### src/rtl/bcd_digit_setter.sv
// Editable BCD digit vector driven by inc/dec buttons with hold-to-repeat.
// Steps one selected digit with wrap, no carry; parallel load overrides edits.
module bcd_digit_setter #(
  parameter int NUM_DIGITS   = 4,
  parameter int MMSS_MODE    = 0,
  parameter int REPEAT_DELAY = 50000000,
  parameter int REPEAT_RATE  = 10000000
) (
  input  logic                    clk,
  input  logic                    rst,
  input  logic                    inc_btn,
  input  logic                    dec_btn,
  input  logic [2:0]              sel,
  input  logic                    enable,
  input  logic                    load,
  input  logic [4*NUM_DIGITS-1:0] load_value,
  output logic [4*NUM_DIGITS-1:0] big_bin,
  output logic                    step_pulse
);

  localparam int W = 4 * NUM_DIGITS;
  localparam int MAXC = (REPEAT_DELAY > REPEAT_RATE)
                      ? REPEAT_DELAY : REPEAT_RATE;
  localparam int CW = $clog2(MAXC + 1);
  localparam logic [CW-1:0] DLY_LD = CW'(REPEAT_DELAY - 1);
  localparam logic [CW-1:0] RPT_LD = CW'(REPEAT_RATE - 1);

  typedef enum logic [1:0] {
    IDLE,
    DELAY,
    REPEAT,
    LOCKOUT
  } state_t;

  state_t          state;
  logic [CW-1:0]   cnt;
  logic            act_up;
  logic            prev_inc;
  logic            prev_dec;

  logic            one_btn;
  logic            both_btn;
  logic            start;
  logic            held;
  logic            cnt_zero;
  logic            sel_ok;
  logic            step_req;
  logic            step_up;
  logic            apply;
  logic [W-1:0]    big_next;

  function automatic logic [3:0] digit_limit(input int idx);
    if (MMSS_MODE != 0 && (idx == 1 || idx == 3))
      return 4'd5;
    return 4'd9;
  endfunction

  // Out-of-range digits (only reachable via load) snap to 0 or limit.
  function automatic logic [3:0] step_digit(
    input logic [3:0] d,
    input logic [3:0] lim,
    input logic       up
  );
    logic [3:0] r;
    if (up) begin
      if (d >= lim) r = 4'd0;
      else          r = d + 4'd1;
    end else begin
      if (d == 4'd0 || d > lim) r = lim;
      else                      r = d - 4'd1;
    end
    return r;
  endfunction

  assign one_btn  = inc_btn ^ dec_btn;
  assign both_btn = inc_btn & dec_btn;
  assign start    = enable & one_btn &
                    ((inc_btn & ~prev_inc) | (dec_btn & ~prev_dec));
  assign held     = enable & one_btn & (inc_btn == act_up);
  assign cnt_zero = (cnt == '0);
  assign sel_ok   = (int'(sel) < NUM_DIGITS);
  assign apply    = step_req & sel_ok & ~load;

  always_comb begin
    step_req = 1'b0;
    step_up  = act_up;
    unique case (state)
      IDLE: begin
        step_req = start;
        step_up  = inc_btn;
      end
      DELAY, REPEAT: step_req = held & cnt_zero;
      default: step_req = 1'b0;
    endcase
  end

  always_comb begin
    big_next = big_bin;
    for (int i = 0; i < NUM_DIGITS; i++) begin
      if (int'(sel) == i)
        big_next[4*i +: 4] = step_digit(big_bin[4*i +: 4],
                                        digit_limit(i), step_up);
    end
  end

  always_ff @(posedge clk or posedge rst) begin
    if (rst) begin
      state      <= IDLE;
      cnt        <= '0;
      act_up     <= 1'b0;
      prev_inc   <= 1'b0;
      prev_dec   <= 1'b0;
      big_bin    <= '0;
      step_pulse <= 1'b0;
    end else begin
      prev_inc   <= inc_btn;
      prev_dec   <= dec_btn;
      step_pulse <= apply;
      if (apply)
        big_bin <= big_next;
      if (load) begin
        big_bin <= load_value;
        state   <= LOCKOUT;
        cnt     <= '0;
      end else begin
        unique case (state)
          IDLE: begin
            if (both_btn) begin
              state <= LOCKOUT;
            end else if (start) begin
              state  <= DELAY;
              cnt    <= DLY_LD;
              act_up <= inc_btn;
            end
          end
          DELAY, REPEAT: begin
            if (!held) begin
              state <= LOCKOUT;
              cnt   <= '0;
            end else if (cnt_zero) begin
              state <= REPEAT;
              cnt   <= RPT_LD;
            end else begin
              cnt <= cnt - CW'(1);
            end
          end
          LOCKOUT: begin
            if (!inc_btn && !dec_btn)
              state <= IDLE;
          end
          default: state <= IDLE;
        endcase
      end
    end
  end

endmodule

### config.mk
export PLATFORM = sky130hd
export DESIGN_NAME = bcd_digit_setter
export DESIGN_NICKNAME = d
export VERILOG_FILES = /design/src/rtl/bcd_digit_setter.sv
export SDC_FILE = /design/constraint.sdc
export NUM_CORES = 1
export LEC_CHECK = 0
export ABC_AREA = 1
export ABC_CLOCK_PERIOD_IN_PS = 1650
export BUFFER_PORTS_ARGS = -buffer_cell sky130_fd_sc_hd__buf_2
export CORE_ASPECT_RATIO = 1.25
export CORE_MARGIN = 8
export CORE_UTILIZATION = 54
export CTS_CLUSTER_SIZE = 16
export DETAILED_ROUTE_END_ITERATION = 12
export PLACE_DENSITY = 0.76
export SLEW_MARGIN = 20
export SYNTH_ARGS = -nofsm -noshare
export SYNTH_HDL_FRONTEND = slang
export SYNTH_SLANG_ARGS = --single-unit
### constraint.sdc
create_clock -name clk -period 1.65 [get_ports clk]
set_input_delay 0.165 -clock clk [delete_from_list [all_inputs] [get_ports clk]]
set_output_delay 0.165 -clock clk [all_outputs]
set_load 0.05 [all_outputs]
# [Word-level counts from Yosys, hierarchy flattened]
# Cells that the tools add are included.
# W data, S select, Z words.
[totals] reg_bits=48 inputBits=25
[op_classes] add_sub_neg=9 magnitude_cmp=9 n_eq_ne=12 muxes=33 n_bitwise=15 n_reduce_logical=28
[op_table] operator="$mux W26" count=5
[op_table] operator="$mux W4" count=16
[op_table] operator="$pmux W26 S2" count=1
[op_table] operator="$mux W16" count=2
[op_table] operator="$logic_not A26 Y1" count=1
[op_table] operator="$sub A26 B1 Y26 const B" count=1
[op_table] operator="$add A4 B1 Y4 const B" count=4
[op_table] operator="$ge A4 B4 Y1 const B" count=4
[op_table] operator="$gt A4 B4 Y1 const B" count=4
[op_table] operator="$logic_not A4 Y1" count=4
[op_table] operator="$sub A4 B1 Y4 const B" count=4
[op_table] operator="$mux W2" count=6
[op_table] operator="$reduce_bool A2 Y1" count=5
[op_table] operator="$and A1 B1 Y1" count=9
[op_table] operator="$ne A3 B3 Y1 const B" count=3
[op_table] operator="$ne A4 B4 Y1 const B" count=2
[op_table] operator="$reduce_and A2 Y1" count=4
[op_table] operator="$eq A3 B3 Y1 const B" count=2
[op_table] operator="$pmux W2 S3" count=1
[op_table] operator="$reduce_and A3 Y1" count=2
[op_table] operator="$eq A2 B2 Y1 const B" count=2
[op_table] operator="$logic_or A1 B1 Y1" count=4
[op_table] operator="$not A1 Y1" count=4
[op_table] operator="$reduce_and A4 Y1" count=1
[op_table] operator="14 further kinds" count=15

# [Logic depth before layout (Yosys ltp)]
[depth] depth_word=9 depth_mapped=13 depth_no_buf=12

# [Least setup slack after synthesis]
# Ideal clock, no wire load.
[synth_timing] path_kind="register to register" startpoint="reg big_bin[12]" endpoint="reg big_bin[13]" setup_time_ns=0.067 t_arrival_ns=1.774 required_time_ns=1.583 setup_slack_ns=-0.191 stages_incl_launch_ff=9 n_path_buf=0 synth_period_minus_slack_ns=1.841 path_cell_list="dfrtp_1 > inv_1 > ha_1 > or2_2 > o21ai_0 > nand2_1 > nand2_1 > nand2_1 > nand2_1"
[synth_via] elab_chain_len=7 word_cells_on_any_way=12 cone_classes="add/sub (2); order compare (2); mux (6); reduce/logical (2)"
[synth_lines] item="start, declared" line_no="17" source="output logic [4*NUM_DIGITS-1:0] big_bin,"
[synth_lines] item="start signal, assigned" line_no="120" source="big_bin <= big_next;"
[synth_lines] item="start signal, assigned" line_no="122" source="big_bin <= load_value;"
[synth_lines] item="$gt A4 B4 Y1 / $logic_not A4 Y1 (equally long branches)" line_no="69" source="if (d == 4'd0 || d > lim) r = lim;"
[synth_lines] item="$logic_or A1 B1 Y1" line_no="69"
[synth_lines] item="$mux W4" line_no="69"
[synth_lines] item="$mux W4 *" line_no="65" source="if (up) begin"
[synth_lines] item="$mux W4 *" line_no="100" source="if (int'(sel) == i)"
[synth_lines] item="$mux W16 *" line_no="119" source="if (apply)"
[synth_lines] item="$mux W16 *" line_no="121" source="if (load) begin"
# Every way passes the cells marked *; elsewhere a longest branch is shown, timed or not. The select of a mux whose other input is x is not followed.
# A chain may end at the register's enable or synchronous reset.

# [Worst setup path in the final report]
[layout_timing] startpoint="reg state[0]" endpoint="reg cnt[7]"
[layout_via] elab_chain_len=4 word_cells_on_any_way=10 cone_classes="eq/ne (4); mux (2); reduce/logical (4)"
[layout_lines] item="start, declared" line_no="35" source="state_t state;"
[layout_lines] item="start signal, assigned" line_no="108" source="state <= IDLE;"
[layout_lines] item="start signal, assigned" line_no="123" source="state <= LOCKOUT;"
[layout_lines] item="start signal, assigned" line_no="129" source="state <= LOCKOUT;"
[layout_lines] item="$eq A2 B1 Y1 / $eq A2 B2 Y1 (equally long branches)" line_no="126" source="unique case (state)"
[layout_lines] item="$reduce_or A2 Y1" line_no="126"
[layout_lines] item="$pmux W26 S2 / $reduce_bool A3 Y1 (equally long branches)"
[layout_lines] item="$mux W26 / $reduce_and A3 Y1 (equally long branches)"
[layout_lines] item="end signal, assigned" line_no="144" source="cnt <= cnt - CW'(1);"
[layout_lines] item="end, declared" line_no="36" source="logic [CW-1:0] cnt;"
# Parallel ways exist; a longest one is shown, timed or not.

==> qor.csv <==
stage,metric,value,unit
pwr,Leak,0.00273,uW
route,via count,4274,
grt,initial antenna violation count,0,
logic_synthesis,"Top FF cell, synth",dfrtp_1,
run,max-cap viol count,0,
sta,worst clock skew,0.00706,ns
floorplan,std cell rows,34,
floorplan,core area,0.00698,sq mm
logic_synthesis,sequential area share after synthesis,30.9,%
logic_synthesis,"flops & latches, synth",48,
sta,RSZ-0062 raised after global routing,yes,
sta,Post-Route Setup TNS,-0.847,ns
layout,post-route cell area,0.00536,sq mm
sta,Tcrit/Tclk final,105,%
setup_path,Worst Setup End Kind,flop,
grt,grt ovf,0,
clock_tree,Worst-path clk slew,0.10,ns
grt,vias in the first global route,4214,
logic_synthesis,cell count after synthesis,603,
setup_path,WP data required,1.89,ns
worst_hold_path,Hold Path Class,input pin to flop,
logic_synthesis,Unique masters post-synth,32,
logic_synthesis,Ys Warns,0,
route,routed vias/inst,5.32,
setup_path,"Cell Chain, Critical Path",inv_2 -> ha_4 -> inv_4 -> nor2_2 -> nor2_2 -> nand2_4 -> nand2_8 -> clkinvlp_4 -> nand2_2 -> inv_2 -> nor2_1,
layout,# nets final,757,
placed_design,HPWL after DPL,7960,microns
floorplan,die width,91.9,microns
route,Routed Antenna Nets,0,
grt,first-pass GRT wire length,18400,microns
sta,fin worst setup slack,-0.0848,ns
logic_synthesis,Post-synth ARST share,100,%
placed_design,count of buffers from port buffering,41,
route,final wirelength,11600,microns
logic_synthesis,top post-synthesis cells by area,"dfrtp_1 (31%), nand2_1 (18%), nor2_1 (9.0%)",
logic_synthesis,Synth top area share,30.9,%
setup_path,CP max FO,8,
sta,Final Hold Vio Count,0,
layout,area grow syn2layout,37.9,%
sta,# setup viols final,24,
clock_tree,TritonCTS clock tree,built,
sta,slew of the pin with the lowest slew margin,0.391,ns
floorplan,Initial Utilization,55.7,%
setup_path,"Arr. time, crit path",1.98,ns
outcome,failing checks,negative setup slack,
pwr,worst supply voltage drop on vdd,0.859,mV
route,Iter 0 DRT Violations,210,
route,# DRC,0,
logic_synthesis,Post-synth EDFFs,0,
clock_tree,CTS root buffer,clkbuf_8,
route,Initial DRT Pass Iterations,4,
setup_path,max incr delay on CP,0.40,ns
floorplan,die height,111,microns
sta,relative slew slack,73.8,%
logic_synthesis,Syn Area/Cell,6.44,sq um
layout,share of layout cells above drive strength 1,35.7,%
clock_tree,Inserted Clock Buffers,5,
outcome,outcome,finished with violations,
setup_path,CP max stage cell,dfrtp_1,
route,drt wl/cell,14.4,microns
clock_tree,H-tree Lvls,2,
sta,fin crit period,1.73,ns
setup_path,Worst setup SP type,flop,
clock_tree,Sink Count,48,
clock_tree,worst-skew pair later-pin latency,0.31,ns
layout,ant diodes,0,
clock_tree,CTS max path bufs,2,
pwr,power per cell area,1740,mW/mm^2
floorplan,I/O pin count,42,
sta,f_max,0.576,GHz
logic_synthesis,biggest area consumer among synthesized cells,dfrtp_1,
grt,largest net degree at the start of global routing,49,
setup_path,Setup CP Type,flop to flop,
grt,Tot GR Track Use,21.5,%
placed_design,post-placement cell area,0.00462,sq mm
floorplan,Die ar.,0.0102,sq mm
logic_synthesis,Mapped Nets,647,
logic_synthesis,synthesized cell area,0.00389,sq mm
sta,"Slew Viols, Final",0,
placed_design,global placer's final weighted congestion,0.894,
critical path, delay by kind of cell (launching register included):
family	cells	cell delay [ns]
adder cells (fa/ha/maj)	1	0.22
flip-flops	1	0.40
AND/OR/NAND/NOR	6	0.58
buffers and inverters	4	0.46
report_power, final:
group          switching, uW  internal, uW  leakage (uW)
Combinational           3870          2740       0.00207
Clock                    423           449     0.0000541
Sequential               354          1510      0.000598
kinds of logic (layout without fill, tap and decap cells):
group	count (synthesis)	in the layout	synth area share [%]
AOI/OAI and AO/OA	64	64	9.92
xor gates and xnor gates	15	15	3.38
adders and majority gates	19	19	6.12
buffers and inverters	87	198	8.82
DFF	48	48	30.9
and+or+nand+nor	370	370	40.9
layer usage:
layer / wire length [microns] / global-route usage (%) / vias up
met1: 4530 / 21.7 / 2014
met4: 337 / 10.8 / 0
met3: 382 / 3.46 / 29
met5: 0 / 0 / -
li1: - / - / 2121
met2: 6370 / 40.6 / 110
per-stage QoR:
stage                     hold WS [ns]  worst slack [ns]  util (%)  cells  total power (uW)
after global placement           0.222           -0.0854      66.2    776              6760
after global routing            0.0747            -0.196      76.8    804             10000
final                           0.0819           -0.0848      76.8    804              9340
after floorplan                  0.196           -0.0625         -    603              5230
after CTS                       0.0626           -0.0274      71.6    798              8320
after detailed placement         0.228            -0.147      66.2    776              6900
layout by cell type (no fill, tap or decap), types with 11 or more instances in the layout:
cell type,count
buf_2,41
buf_4,65
dfrtp_1,37
dfrtp_2,11
ha_1,16
inv_1,56
inv_2,12
nand2_1,164
nand2_2,19
nand3_1,48
nor2_1,71
nor2_2,21
o21ai_0,19
o21ai_2,17
xor2_1,14
worst paths after layout:
| path | from | end | slack (ns) | depth (start not counted) |
|---|---|---|---|---|
| min reg2reg | act_up | act_up | 0.53 | 2 |
| min | dec_btn | prev_dec | 0.08 | 2 |
| max in group asynchronous | rst | big_bin[4] | 0.95 | 4 |
| max | state[0] | cnt[7] | -0.08 | 11 |
| min in group asynchronous | rst | cnt[3] | 0.42 | 4 |
| max reg2reg | state[0] | cnt[7] | -0.08 | 11 |
sequential cells by signal, summed over array words and instances, names as in the netlist:
register,cells
act_up,1
big_bin,16
cnt,26
prev_inc,1
step_pulse,1
prev_dec,1
state,2
final cells by class:
cell class,instances,area (sq um)
multi-input combinational,468,2760
fill,526,1620
sequential,48,1210
timing repair buffer,119,887
inverter,71,273
tap,90,113
clock buffer,5,68.8
clock inverter,3,42.5
cell usage after synthesis (2+ instances only):
cell,instances
xor2_1,15
or2_2,2
ha_1,19
nand2_1,185
o21ai_1,5
clkbuf_1,7
nand3_2,6
nand2_2,8
nor2_1,93
nand4_1,4
buf_2,7
a31oi_1,7
inv_1,67
a21oi_1,6
o21ai_2,9
nor2_2,6
inv_2,3
nand3_1,58
nor3_1,4
o21ai_0,33
dfrtp_1,48
what timing repair did:
item                       CTS  global route
setup buffers               12             5
setup endpoints to repair   44            45
cloned                       1             1
pin swaps                   18            24
hold buffers                 1             0
gates resized for setup     38            91
hold endpoints to repair    48             0
Note: power is estimated with default switching activity, not from simulation.
